## config.mk

```make
export PLATFORM = sky130hd
export DESIGN_NAME = spi_txn_scheduler
export DESIGN_NICKNAME = d
export VERILOG_FILES = /design/src/rtl/spi_txn_scheduler.sv
export SDC_FILE = /design/constraint.sdc
export NUM_CORES = 1
export LEC_CHECK = 0
export CAP_MARGIN = 20
export CORE_ASPECT_RATIO = 0.5
export CORE_MARGIN = 10
export CORE_UTILIZATION = 40
export CTS_CLUSTER_DIAMETER = 50
export DETAILED_ROUTE_END_ITERATION = 12
export DONT_BUFFER_PORTS = 1
export GPL_TIMING_DRIVEN = 0
export HOLD_SLACK_MARGIN = 0.12
export PLACE_DENSITY_LB_ADDON = 0.3
export SLEW_MARGIN = 15
export SYNTH_ARGS = -nofsm -noshare
export SYNTH_HDL_FRONTEND = slang
export SYNTH_SLANG_ARGS = --single-unit
export TNS_END_PERCENT = 10
```

## constraint.sdc

```tcl
create_clock -name clock_i -period 1.8 [get_ports clock_i]
set_input_delay 0.27 -clock clock_i [delete_from_list [all_inputs] [get_ports clock_i]]
set_output_delay 0.27 -clock clock_i [all_outputs]
set_load 0.02 [all_outputs]
```

## src/rtl/spi_txn_scheduler.sv

```systemverilog
// Round-robin scheduler that lends one shared 8-bit SPI byte engine to NREQ requesters,
// framing each multi-byte transaction with chip-select setup and hold time.
module spi_txn_scheduler #(
  parameter int NREQ     = 4,
  parameter int LEN_W    = 4,
  parameter int CS_SETUP = 2,
  parameter int CS_HOLD  = 2
) (
  input  logic                  clock_i,
  input  logic                  reset_i,
  input  logic [NREQ-1:0]       req_valid_i,
  input  logic [NREQ*LEN_W-1:0] req_len_i,
  input  logic [7:0]            tx_data_i,
  output logic [NREQ-1:0]       req_grant_o,
  output logic                  tx_pop_o,
  output logic [7:0]            rx_data_o,
  output logic                  rx_valid_o,
  output logic [NREQ-1:0]       txn_done_o,
  output logic [NREQ-1:0]       spi_cs_o,
  output logic                  eng_start_o,
  output logic [7:0]            eng_tx_o,
  input  logic [7:0]            eng_rx_i,
  input  logic                  eng_done_i
);

  localparam int PTR_W   = (NREQ > 1) ? $clog2(NREQ) : 1;
  localparam int CNT_MAX = (CS_SETUP > CS_HOLD) ? CS_SETUP : CS_HOLD;
  localparam int CNT_W   = $clog2(CNT_MAX + 1);

  typedef enum logic [2:0] {
    IDLE,
    SETUP,
    XFER,
    WAIT,
    HOLD
  } state_e;

  state_e            state_q, state_d;
  logic [PTR_W-1:0]  ptr_q, ptr_d;
  logic [PTR_W-1:0]  owner_q, owner_d;
  logic [NREQ-1:0]   grant_q, grant_d;
  logic [LEN_W-1:0]  remain_q, remain_d;
  logic [CNT_W-1:0]  cnt_q, cnt_d;
  logic [7:0]        engTx_q, engTx_d;
  logic [7:0]        rxData_q, rxData_d;
  logic              rxValid_q, rxValid_d;
  logic [NREQ-1:0]   txnDone_q, txnDone_d;

  logic [PTR_W-1:0]  pickIdx;
  logic [LEN_W-1:0]  lenSel;

  // Walk downwards so the last hit, i.e. the first set bit at or after ptr, wins.
  function automatic logic [PTR_W-1:0] rrPick(input logic [NREQ-1:0] req,
                                              input logic [PTR_W-1:0] ptr);
    logic [PTR_W-1:0] pick;
    logic [PTR_W-1:0] idx;
    int               wrapped;
    pick = ptr;
    for (int i = NREQ - 1; i >= 0; i--) begin
      wrapped = (int'(ptr) + i) % NREQ;
      idx     = PTR_W'(wrapped);
      if (req[idx]) pick = idx;
    end
    return pick;
  endfunction

  assign pickIdx = rrPick(req_valid_i, ptr_q);
  assign lenSel  = LEN_W'(req_len_i >> (int'(pickIdx) * LEN_W));

  always_ff @(posedge clock_i) begin
    if (reset_i) begin
      state_q   <= IDLE;
      ptr_q     <= '0;
      owner_q   <= '0;
      grant_q   <= '0;
      remain_q  <= '0;
      cnt_q     <= '0;
      engTx_q   <= '0;
      rxData_q  <= '0;
      rxValid_q <= 1'b0;
      txnDone_q <= '0;
    end else begin
      state_q   <= state_d;
      ptr_q     <= ptr_d;
      owner_q   <= owner_d;
      grant_q   <= grant_d;
      remain_q  <= remain_d;
      cnt_q     <= cnt_d;
      engTx_q   <= engTx_d;
      rxData_q  <= rxData_d;
      rxValid_q <= rxValid_d;
      txnDone_q <= txnDone_d;
    end
  end

  always_comb begin
    state_d     = state_q;
    ptr_d       = ptr_q;
    owner_d     = owner_q;
    grant_d     = grant_q;
    remain_d    = remain_q;
    cnt_d       = cnt_q;
    engTx_d     = engTx_q;
    rxData_d    = rxData_q;
    rxValid_d   = 1'b0;
    txnDone_d   = '0;
    eng_start_o = 1'b0;
    tx_pop_o    = 1'b0;

    case (state_q)
      IDLE: begin
        if (|req_valid_i) begin
          owner_d  = pickIdx;
          grant_d  = NREQ'(1) << pickIdx;
          remain_d = lenSel;
          cnt_d    = '0;
          state_d  = SETUP;
        end
      end

      SETUP: begin
        if (cnt_q == CNT_W'(CS_SETUP - 1)) begin
          cnt_d   = '0;
          state_d = XFER;
        end else begin
          cnt_d = cnt_q + CNT_W'(1);
        end
      end

      XFER: begin
        eng_start_o = 1'b1;
        tx_pop_o    = 1'b1;
        engTx_d     = tx_data_i;
        state_d     = WAIT;
      end

      // Stray eng_done pulses only matter here; every other state ignores them.
      WAIT: begin
        if (eng_done_i) begin
          rxData_d  = eng_rx_i;
          rxValid_d = 1'b1;
          if (remain_q == '0) begin
            cnt_d   = '0;
            state_d = HOLD;
          end else begin
            remain_d = remain_q - LEN_W'(1);
            state_d  = XFER;
          end
        end
      end

      HOLD: begin
        if (cnt_q == CNT_W'(CS_HOLD - 1)) begin
          cnt_d     = '0;
          grant_d   = '0;
          txnDone_d = grant_q;
          ptr_d     = (owner_q == PTR_W'(NREQ - 1)) ? '0 : owner_q + PTR_W'(1);
          state_d   = IDLE;
        end else begin
          cnt_d = cnt_q + CNT_W'(1);
        end
      end

      default: state_d = IDLE;
    endcase
  end

  // During XFER the engine sees tx_data directly; the register holds it afterwards.
  assign eng_tx_o    = (state_q == XFER) ? tx_data_i : engTx_q;
  assign req_grant_o = grant_q;
  assign spi_cs_o    = grant_q;
  assign rx_data_o   = rxData_q;
  assign rx_valid_o  = rxValid_q;
  assign txn_done_o  = txnDone_q;

endmodule

```

==> results.toml <==
[status]
status = "finished clean"

[power]
combinationalPowerShare_pct = 40.2
p_switching_mw = 1.06
power_frac_seq_pct = 39.1
leakagePower_nw = 0.904
switching_share_pct = 38.4
p_total_mw = 2.75
ir_drop_mv = 0.448
internal-power_mw = 1.70
powerDensity_nw_per_um2 = 1190
clkPwrFrac_pct = 20.7

[timing]
final_hold_viol_count = 0
finalSetupViolCount = 0
final_max_slew_viol_count = 0
slew_headroom_pct = 66.5
tns_ps = 0
tightest_slew_ps = 503
skew_ps = 8.05
period_needed_ps = 1770
period_share_pct = 98.6
timing.hold.ws_ps = 287
rsz0062_at_grt = "yes"
setup_slack_ps = 25.6
clock.fmax_ghz = 0.564

[worst_setup_path]
required_ps = 1530
crit_buf_inv = 2
cp_slowest_cell = "dfxtp_1"
critPathKind = "reg -> out"
r2r-start = "ptr_q[0]$_SDFFE_PP0P_"
crit_cells = 4
critPathLaunch = "state_q[1]$_SDFFE_PP0P_"
crit_end = "eng_tx_o[7]"
crit_family = "flip-flops"
crit_path_end_kind = "output port"
path_cells = "buf_4 -> and2_4 -> buf_4 -> mux2_4"
slowest_delay_ps = 360
crit_arrival_ps = 1500
crit-reg2reg-capture = "remain_q[0]$_SDFFE_PP0P_"
start_kind = "flip-flop"
rr_worst_depth = 6
worst-r2r-setup-slack_ps = 80
cp_common_cell = "buf_4"
critical_path_peak_fanout = 10

[floorplan]
core_area_sq_um = 4550
rows = 17
die_h_um = 69.4
die_w_um = 119
io_pins = 70
dieArea_sq_um = 8250
initial_utilization_pct = 42.9

[detailed_routing]
drt-pass1-iter-count = 4
route.detailed.drc = 0
first_iter_violations = 64
vias_per_cell = 5.46
routed_wl_um = 5490
ant_nets = 0
routed-via-count = 1726
drt-wirelength-per-cell_um = 17.4

[logic_synthesis]
synthCells = 237
ys_seq_area_share_pct = 38.9
synth.distinct_cells = 46
synthTopCellsByArea = "dfxtp_1, a21oi_1, nand2_1, mux2_2, and2_1"
avgSynthCellArea_sq_um = 8.24
synth_top_cell_by_area = "dfxtp_1"
yosysWarningCount = 0
ys_seq_elements = 38
synth_ff_type = "dfxtp_1"
synth_edf_count = 0
syn_area_sq_um = 1950
synth_nets = 278
synth_top_area_share_pct = 38.9
ys_async_sr_fraction_pct = 0

[cts]
clk_pin_slew_ps = 80
tritoncts = "yes"
cts.path.max_buffers = 2
cts-root-buf = "clkbuf_8"
cts_buffers = 5
post-cts-setup-buffers = 0
cts_num_sinks = 38
clock_latency_ps = 300
htreeDepth = 2

[min_path]
min_path_type = "in -> reg"
whs_path_depth = 2

[global_routing]
grt_pass1_wl_um = 8650
grtUsageTotal_pct = 12.6
grt_max_degree = 12
antenna_found_initial = 0
grt_pass1_vias = 1687
overflow = 0

[layout]
num_antenna_cells = 0
final_nets = 291
fin_cells = 316
drive_gt1_share_pct = 20.8
syn2layout_area_growth_pct = 18.6

[flow_run]
drv_cap = 0

[placement]
portBuffers = 0
place_ws_ps = -144
placed_cells = 303
hpwl_um = 4030
gp_congestion = 0.834
[registers in the layout, summed over array words and instances, names as in the netlist]
name and flops:
owner_q 2, remain_q 4, state_q 3, rx_data_o 8, engTx_q 8, cnt_q 2, ptr_q 2, req_grant_o 4
rx_valid_o 1, txn_done_o 4
[Yosys cell counts (all sizes together) (2+ instances only)]
cell	count
nor2	20
buf	10
mux2	10
nand2b	7
ha	2
a31oi	3
nand3	10
inv	7
or3	4
nor3b	2
a221oi	3
a211oi	2
dfxtp	38
nor3	6
nand2	31
o21a	2
and2	14
o21ai	6
or4	3
mux2i	5
a21oi	26
clkbuf	10
a22o	2
[worst min path at each step]
stage / start / to / slack [ps]
after floorplan: eng_rx_i[0] / rx_data_o[0]$_SDFFE_PP0P_ / 410
after global placement: eng_rx_i[5] / rx_data_o[5]$_SDFFE_PP0P_ / 410
after detailed placement: eng_rx_i[6] / rx_data_o[6]$_SDFFE_PP0P_ / 420
after CTS: tx_data_i[6] / engTx_q[6]$_SDFF_PP0_ / 290
after global routing: tx_data_i[1] / engTx_q[1]$_SDFF_PP0_ / 280
final: tx_data_i[6] / engTx_q[6]$_SDFF_PP0_ / 290
[routing by layer]
metal / up-vias / routed length, um / global-route usage (%)
met2: 68 / 2530 / 20.4
met4: 0 / 95 / 4.26
met5: - / 0 / 0
met1: 805 / 2330 / 14.7
met3: 10 / 548 / 5.51
li1: 843 / - / -
[per-stage QoR]
stage / util (%) / cell area (sq um)
floorplan: - / 1950
global placement: 44.7 / 2040
detailed placement: 44.7 / 2040
CTS: 49.7 / 2260
global route: 50.9 / 2320
finish: 50.9 / 2320
[timing repair]
item                                   in CTS  in global routing
setup endpoints to repair                  23                 28
gates resized for setup                    23                 18
gates cloned                                1                  0
endpoints found under the hold margin       8                  0
pin swaps                                   1                  3
hold buffers                                8                  0
[final cells by class]
cell class	count	area [sq um]
Fill cell	439	2230
Multi-Input combinational cell	172	1160
Sequential cell	38	768
Buffer	17	111
Timing Repair Buffer	9	87.6
Tap cell	66	82.6
Clock buffer	5	68.8
Inverter	7	26.3
Clock inverter	2	10.0
[cell families (layout without fill, tap and decap cells)]
logic type	count (synthesis)	in the layout	synth area share [%]
and+or+nand+nor	100	100	25.4
AOI/OAI and AO/OA	53	53	17.9
buffers and inverters	27	40	6.85
muxes	15	15	8.71
adders and majority gates	2	2	1.28
xor gates and xnor gates	2	2	0.897
DFF	38	38	38.9
[cells in the final DEF (no fill, tap or decap), drive strengths merged, types with 7 or more instances in the layout]
master,synthesis,layout
a21oi,26,26
and2,14,14
buf,10,11
clkbuf,10,12
dfxtp,38,38
dlygate4sd3,0,8
inv,7,7
mux2,10,10
nand2,31,31
nand2b,7,7
nand3,10,10
nor2,20,20
[power by group through the flow]
stage               Combinational (mW)  Clock, mW  Sequential (mW)
finish                            1.11      0.570             1.08
global route                      1.21      0.625             1.09
CTS                               1.05      0.579             1.07
detailed placement               0.942          0             1.08
global placement                 0.915          0             1.07
floorplan                        0.791          0             1.05
Note: power is estimated with default switching activity, not from simulation.
